===== src/rtl/timer_pkg.sv =====
// Shared types and constants for the stopwatch: FSM encoding, BCD digit
// geometry and the packed display width.
package timer_pkg;

  typedef enum logic [1:0] {
    ST_IDLE  = 2'd0,
    ST_RUN   = 2'd1,
    ST_PAUSE = 2'd2
  } sw_state_e;

  localparam int DIGIT_W    = 4;
  localparam int MOD_DEC    = 10;
  localparam int MOD_SEX    = 6;
  localparam int NUM_DIGITS = 7;
  localparam int DISP_W     = 28;

  // Digit 0 is ms_o; the tens-of-seconds and tens-of-minutes digits count to 6.
  function automatic int digit_mod(input int idx);
    int m;
    case (idx)
      4:       m = MOD_SEX;
      6:       m = MOD_SEX;
      default: m = MOD_DEC;
    endcase
    return m;
  endfunction

endpackage


===== src/rtl/stopwatch_core_if.sv =====
// Control pulses into the stopwatch and its display/status outputs.
interface stopwatch_core_if;
  import timer_pkg::*;

  logic              tick_ms;
  logic              start_stop;
  logic              clear;
  logic              lap;
  logic [DISP_W-1:0] disp_bcd;
  logic              running;
  logic              lap_hold;
  logic              overflow;

  modport master (
    output tick_ms, start_stop, clear, lap,
    input  disp_bcd, running, lap_hold, overflow
  );

  modport slave (
    input  tick_ms, start_stop, clear, lap,
    output disp_bcd, running, lap_hold, overflow
  );

endinterface


===== src/rtl/bcd_digit.sv =====
// One BCD counter digit of modulus MOD in a ripple carry chain; also exposes
// its next value so the parent can register the display on the same edge.
module bcd_digit
  import timer_pkg::*;
#(
  parameter int MOD = MOD_DEC
) (
  input  logic               clk,
  input  logic               rst_n,
  input  logic               clr,
  input  logic               cin,
  output logic [DIGIT_W-1:0] q,
  output logic [DIGIT_W-1:0] q_nxt,
  output logic               cout
);

  logic [DIGIT_W-1:0] q_q, q_d;

  assign cout = cin & (q_q == DIGIT_W'(MOD - 1));

  always_comb begin
    q_d = q_q;
    if (clr) begin
      q_d = '0;
    end else if (cout) begin
      q_d = '0;
    end else if (cin) begin
      q_d = q_q + 4'd1;
    end else begin
      q_d = q_q;
    end
  end

  always_ff @(posedge clk or negedge rst_n) begin
    if (!rst_n) begin
      q_q <= '0;
    end else begin
      q_q <= q_d;
    end
  end

  assign q     = q_q;
  assign q_nxt = q_d;

endmodule


===== src/rtl/stopwatch_core.sv =====
// mm:ss.mmm stopwatch: seven-digit BCD carry chain, run/pause FSM, lap freeze
// of the display and a sticky overflow flag.
module stopwatch_core
  import timer_pkg::*;
#(
  parameter bit WRAP = 1'b1
) (
  input logic             clk,
  input logic             rst_n,
  stopwatch_core_if.slave bus
);

  sw_state_e         state_q, state_d;
  logic              lap_hold_q, lap_hold_d;
  logic              overflow_q, overflow_d;
  logic              running_q, running_d;
  logic [DISP_W-1:0] disp_q, disp_d;

  logic [DIGIT_W-1:0]  dig_q   [NUM_DIGITS];
  logic [DIGIT_W-1:0]  dig_nxt [NUM_DIGITS];
  logic [NUM_DIGITS:0] carry_s;
  logic [NUM_DIGITS-1:0] at_max_s;
  logic              run_s;
  logic              count_max_s;
  logic              sat_evt_s;
  logic              roll_evt_s;
  logic [DISP_W-1:0] count_nxt_s;

  assign run_s = (state_q == ST_RUN);

  always_comb begin
    at_max_s    = '0;
    count_nxt_s = '0;
    for (int i = 0; i < NUM_DIGITS; i++) begin
      at_max_s[i] = (dig_q[i] == DIGIT_W'(digit_mod(i) - 1));
      count_nxt_s[i*DIGIT_W +: DIGIT_W] = dig_nxt[i];
    end
  end

  // In saturate mode the tick is swallowed at 59:59.999 so the count holds.
  assign count_max_s = &at_max_s;
  assign sat_evt_s   = ~WRAP & bus.tick_ms & run_s & count_max_s;
  assign carry_s[0]  = bus.tick_ms & run_s & ~sat_evt_s;
  assign roll_evt_s  = carry_s[NUM_DIGITS] | sat_evt_s;

  bcd_digit #(.MOD(MOD_DEC)) u_ms_o (
    .clk(clk), .rst_n(rst_n), .clr(bus.clear), .cin(carry_s[0]),
    .q(dig_q[0]), .q_nxt(dig_nxt[0]), .cout(carry_s[1])
  );
  bcd_digit #(.MOD(MOD_DEC)) u_ms_t (
    .clk(clk), .rst_n(rst_n), .clr(bus.clear), .cin(carry_s[1]),
    .q(dig_q[1]), .q_nxt(dig_nxt[1]), .cout(carry_s[2])
  );
  bcd_digit #(.MOD(MOD_DEC)) u_ms_h (
    .clk(clk), .rst_n(rst_n), .clr(bus.clear), .cin(carry_s[2]),
    .q(dig_q[2]), .q_nxt(dig_nxt[2]), .cout(carry_s[3])
  );
  bcd_digit #(.MOD(MOD_DEC)) u_sec_o (
    .clk(clk), .rst_n(rst_n), .clr(bus.clear), .cin(carry_s[3]),
    .q(dig_q[3]), .q_nxt(dig_nxt[3]), .cout(carry_s[4])
  );
  bcd_digit #(.MOD(MOD_SEX)) u_sec_t (
    .clk(clk), .rst_n(rst_n), .clr(bus.clear), .cin(carry_s[4]),
    .q(dig_q[4]), .q_nxt(dig_nxt[4]), .cout(carry_s[5])
  );
  bcd_digit #(.MOD(MOD_DEC)) u_min_o (
    .clk(clk), .rst_n(rst_n), .clr(bus.clear), .cin(carry_s[5]),
    .q(dig_q[5]), .q_nxt(dig_nxt[5]), .cout(carry_s[6])
  );
  bcd_digit #(.MOD(MOD_SEX)) u_min_t (
    .clk(clk), .rst_n(rst_n), .clr(bus.clear), .cin(carry_s[6]),
    .q(dig_q[6]), .q_nxt(dig_nxt[6]), .cout(carry_s[7])
  );

  always_comb begin
    state_d    = state_q;
    lap_hold_d = lap_hold_q;
    overflow_d = overflow_q;
    if (bus.clear) begin
      state_d    = ST_IDLE;
      lap_hold_d = 1'b0;
      overflow_d = 1'b0;
    end else begin
      if (roll_evt_s) begin
        overflow_d = 1'b1;
      end else begin
        overflow_d = overflow_q;
      end
      case (state_q)
        ST_IDLE: begin
          if (bus.start_stop) begin
            state_d = ST_RUN;
          end else begin
            state_d = ST_IDLE;
          end
        end
        ST_RUN: begin
          if (bus.start_stop || sat_evt_s) begin
            state_d    = ST_PAUSE;
            lap_hold_d = 1'b0;
          end else if (bus.lap) begin
            lap_hold_d = ~lap_hold_q;
          end else begin
            lap_hold_d = lap_hold_q;
          end
        end
        ST_PAUSE: begin
          if (bus.start_stop) begin
            state_d = ST_RUN;
          end else begin
            state_d = ST_PAUSE;
          end
        end
        default: begin
          state_d    = ST_IDLE;
          lap_hold_d = 1'b0;
        end
      endcase
    end
  end

  // The display freezes only while the lap hold is set both before and after
  // this edge, so releasing the lap shows the live count immediately.
  always_comb begin
    running_d = (state_d == ST_RUN);
    if (lap_hold_q && lap_hold_d) begin
      disp_d = disp_q;
    end else begin
      disp_d = count_nxt_s;
    end
  end

  always_ff @(posedge clk or negedge rst_n) begin
    if (!rst_n) begin
      state_q    <= ST_IDLE;
      lap_hold_q <= 1'b0;
      overflow_q <= 1'b0;
      running_q  <= 1'b0;
      disp_q     <= '0;
    end else begin
      state_q    <= state_d;
      lap_hold_q <= lap_hold_d;
      overflow_q <= overflow_d;
      running_q  <= running_d;
      disp_q     <= disp_d;
    end
  end

  assign bus.disp_bcd = disp_q;
  assign bus.running  = running_q;
  assign bus.lap_hold = lap_hold_q;
  assign bus.overflow = overflow_q;

endmodule


===== src/flat_wrapper.sv =====
// flat-port wrapper written by rule: the top's interface ports become plain ports
module stopwatch_core_flat import timer_pkg::*;
#(
  parameter bit WRAP = 1'b1
)
  (clk, rst_n, bus_tick_ms, bus_start_stop, bus_clear, bus_lap, bus_disp_bcd, bus_running, bus_lap_hold, bus_overflow);
  stopwatch_core_if bus_i ();
  input logic clk;
  input logic rst_n;
  input wire logic [$bits(bus_i.tick_ms)-1:0] bus_tick_ms;
  input wire logic [$bits(bus_i.start_stop)-1:0] bus_start_stop;
  input wire logic [$bits(bus_i.clear)-1:0] bus_clear;
  input wire logic [$bits(bus_i.lap)-1:0] bus_lap;
  output wire logic [$bits(bus_i.disp_bcd)-1:0] bus_disp_bcd;
  output wire logic [$bits(bus_i.running)-1:0] bus_running;
  output wire logic [$bits(bus_i.lap_hold)-1:0] bus_lap_hold;
  output wire logic [$bits(bus_i.overflow)-1:0] bus_overflow;
  assign bus_i.tick_ms = bus_tick_ms;
  assign bus_i.start_stop = bus_start_stop;
  assign bus_i.clear = bus_clear;
  assign bus_i.lap = bus_lap;
  assign bus_disp_bcd = bus_i.disp_bcd;
  assign bus_running = bus_i.running;
  assign bus_lap_hold = bus_i.lap_hold;
  assign bus_overflow = bus_i.overflow;
  stopwatch_core #(.WRAP(WRAP)) u_core (.clk(clk), .rst_n(rst_n), .bus(bus_i));
endmodule

===== config.mk =====
export PLATFORM = sky130hd
export DESIGN_NAME = stopwatch_core_flat
export DESIGN_NICKNAME = d
export VERILOG_FILES = /design/src/rtl/timer_pkg.sv /design/src/rtl/stopwatch_core_if.sv /design/src/rtl/bcd_digit.sv /design/src/rtl/stopwatch_core.sv /design/src/flat_wrapper.sv
export SDC_FILE = /design/constraint.sdc
export NUM_CORES = 1
export LEC_CHECK = 0
export BUFFER_PORTS_ARGS = -buffer_cell sky130_fd_sc_hd__clkbuf_2
export CORE_ASPECT_RATIO = 2
export CORE_MARGIN = 8
export CORE_UTILIZATION = 50
export CTS_BUF_LIST = sky130_fd_sc_hd__clkbuf_4
export CTS_CLUSTER_SIZE = 30
export DETAILED_ROUTE_END_ITERATION = 12
export PLACE_DENSITY = 0.7
export SYNTH_ARGS = -nofsm -noshare
export SYNTH_HDL_FRONTEND = slang
export SYNTH_SLANG_ARGS = --single-unit
export TNS_END_PERCENT = 30

===== constraint.sdc =====
create_clock -name clk -period 2.4 [get_ports clk]
set_clock_uncertainty 0.2 [all_clocks]
set_input_delay 0.36 -clock clk [delete_from_list [all_inputs] [get_ports clk]]
set_output_delay 0.36 -clock clk [all_outputs]
set_load 0.02 [all_outputs]

==> reports/qor.txt <==
Setup TNS -> 0 ns
Clk slew on worst S/H paths -> 0.10 ns
Unrepaired setup endpoints after global routing -> no
Slew Limit Fails -> 0
Avg WL per Cell -> 16.12 um
Ports -> 37
Initial antenna violation count -> 0
Hold crit path type -> input pin to flip-flop
Register area share after synthesis -> 51.43%
Std cell rows -> 39
Nets -> 352
I/O Buffers -> 36
Setup violators final -> 0
Worst-Margin Slew -> 0.7603 ns
Clock Latency Late Sink -> 0.41 ns
Main combinational cell family by area after synthesis -> simple AND/OR/NAND/NOR gates
Hold_ws -> 0.05570 ns
Final Core Density -> 59.33%
Psw -> 0.0004245 W
Diode count -> 0
Ys async rst share -> 100.0%
Root Buffer -> clkbuf_4
Combinational fraction of design power -> 5.4%
Max Cap Viol -> 0
Max FO, Critical Path -> 5
Cell Pwr Density -> 503.2 mW/mm2
Placed insts -> 381
Leakage -> 1.701 nW
Fmax -> 448.3 MHz
Part of the power in registers -> 61.1%
Net Sw Frac -> 24.90%
Global Route Usage Sum -> 15.24%
Post-Synth XOR/XNOR Area -> 2.951%
Final period util -> 92.95%
Warnings, synthesis -> 0
H-tree depth -> 3
Die height -> 125.0 um
Core area -> 0.005709 mm2
Router iterations before antenna repair -> 4
Final WS setup -> 0.1691 ns
Die footprint -> 0.008806 mm2
Hold Vio Cnt, Final -> 0
Synth area leaders -> dfrtp_1 (51%), ha_1 (5.9%), nor2_1 (4.0%)
Relative slew slack -> 49.31%
Vias in the first global route -> 2251
Compound-gate portion of the synthesized area -> 10.03%
#FFs+latches synth -> 61
Status -> finished clean
Area fraction of the dominant cell type after synthesis -> 51.43%
CP Class -> flip-flop to flip-flop
Die extent in x -> 70.48 um
Clock power share -> 33.5%
Area Growth Syn to Fin -> 14.12%
CTS Sinks -> 61
Multiplexer share of the synthesized area -> 4.680%
Remaining antenna violation count after routing -> 0
Post-Synth Simple-Gate Area -> 22.68%
Max rail drop VDD -> 0.3754 mV
Pint -> 0.001280 W
Most common cell after layout, fill and taps aside -> dfrtp_1
Vias -> 2223
Post-Layout Cell Count -> 397
DR vias/cell -> 5.599
Mapped Cells -> 284
Remaining Overflow, GRT -> 0
Most frequent cells in the layout -> dfrtp_1 (61), clkbuf_2 (36), nor2_1 (32), nand2_1 (24)
Largest net degree at the start of global routing -> 62
Global-route wire length before repair -> 10710 um
Fillers -> 502
CP Data Arrival Time -> 2.37 ns
DRC errors left -> 0
Post-Route WL -> 6401 um
DP HPWL -> 4741 um
Most used DFF post-synth -> dfrtp_1
Initial drt markers -> 107
Setup Buffers After CTS -> 0
Yosys top cell by area -> dfrtp_1
Post-synthesis cell type count -> 45
Pre-CTS setup slack -> 0.1535 ns
Initial Util -> 51.98%
Worst setup SP type -> flip-flop
Post-synth EDFFs -> 0
CP endpoint kind -> flip-flop
Post-synth net total -> 304
Final Wtd Congestion -> 0.8466
TritonCTS clock tree -> done
Netlist Area Pre-Place -> 0.002968 mm2
Fraction of layout cells with a size suffix above 1 -> 22.62%
Num CTS Buffers -> 9
Clock buffer depth -> 2
Final min period -> 2.231 ns
Synth Area in Adders -> 5.902%
Req. time, crit path -> 2.53 ns
Avg Cell Area, Syn -> 10.45 um2
## power groups by stage
stage                     logic (W)  registers, W  clock network (W)
final                     0.0000925       0.00104           0.000571
after detailed placement  0.0000934       0.00106                  0
after global routing       0.000104       0.00104           0.000625
after global placement    0.0000921       0.00106                  0
after floorplan           0.0000408       0.00107                  0
after CTS                 0.0000948       0.00104           0.000596
## timing repair
action,in CTS,in global routing
endpoints found under the setup margin,0,5
resized for setup,0,1
endpoints found under the hold margin,61,0
hold buffers,1,0
## state kept, by name (all words and copies together), names as in the netlist
signal               cells
u_core.bus.disp_bcd     28
u_core.u_min_o.q         4
u_core.u_min_t.q         4
u_core.u_ms_h.q          4
u_core.u_ms_o.q          4
u_core.u_ms_t.q          4
u_core.u_sec_o.q         4
u_core.u_sec_t.q         4
u_core.state_q           2
u_core.bus.lap_hold      1
u_core.bus.overflow      1
u_core.bus.running       1
## final timing paths
kind / from / end / slack, ns / cells after the start
setup / recovery: u_core.u_ms_o.q[0] / u_core.bus.disp_bcd[19] / 0.17 / 7
hold / removal: bus_clear / u_core.u_ms_o.q[3] / 0.06 / 2
setup reg to reg: u_core.u_ms_o.q[0] / u_core.bus.disp_bcd[19] / 0.17 / 7
hold reg to reg: u_core.bus.disp_bcd[0] / u_core.bus.disp_bcd[0] / 0.27 / 2
max in group asynchronous: rst_n / u_core.bus.disp_bcd[3] / 1.05 / 3
min in group asynchronous: rst_n / u_core.bus.disp_bcd[14] / 0.44 / 3
## cell usage after synthesis (all sizes together) (6+ instances only)
library cell  number
nor2b              6
o31ai             10
mux2               7
dfrtp             61
a21oi             14
inv                8
nand2             25
nor2              33
mux2i              6
o21ai             10
nand3             10
nor3              15
ha                14
## cell families after synthesis
group / Yosys count
xor+xnor: 10
mux: 13
flops: 61
compound gates: 46
buf+inv: 18
fa+ha+maj: 14
simple gates: 122
## layer usage
metal / share of wire [%] / track usage [%] / up-vias
li1: - / - / 1094
met4: 3.0 / 8.571 / 0
met5: 0 / 0 / -
met1: 39 / 15.98 / 1078
met3: 3.4 / 3.405 / 13
met2: 54 / 26.85 / 38
## layout make-up
cell class | instances | area (um2) | area share (%)
Sequential cell | 61 | 1526 | 45.07
Clock inverter | 4 | 16.27 | 0.4802
Multi-Input combinational cell | 205 | 1378 | 40.67
Tap cell | 61 | 76.32 | 2.253
Inverter | 8 | 30.03 | 0.8866
Timing Repair Buffer | 47 | 277.8 | 8.201
Clock buffer | 11 | 82.58 | 2.438
## worst max-delay path: stages (launching register included)
cell	delay, ns
dfrtp_1	0.44
ha_1	0.27
and4b_1	0.24
nand4_2	0.17
nor2_2	0.10
buf_4	0.17
or3_1	0.40
o21ai_0	0.17
## through the flow
stage	cell area, um2	power [W]
2_1_floorplan	2968	0.001106
3_3_place_gp	3273	0.001153
3_5_place_dp	3273	0.001155
4_1_cts	3382	0.001731
5_1_grt	3387	0.001772
6_report	3387	0.001704
No activity file was read; power rests on OpenSTA's default activity.
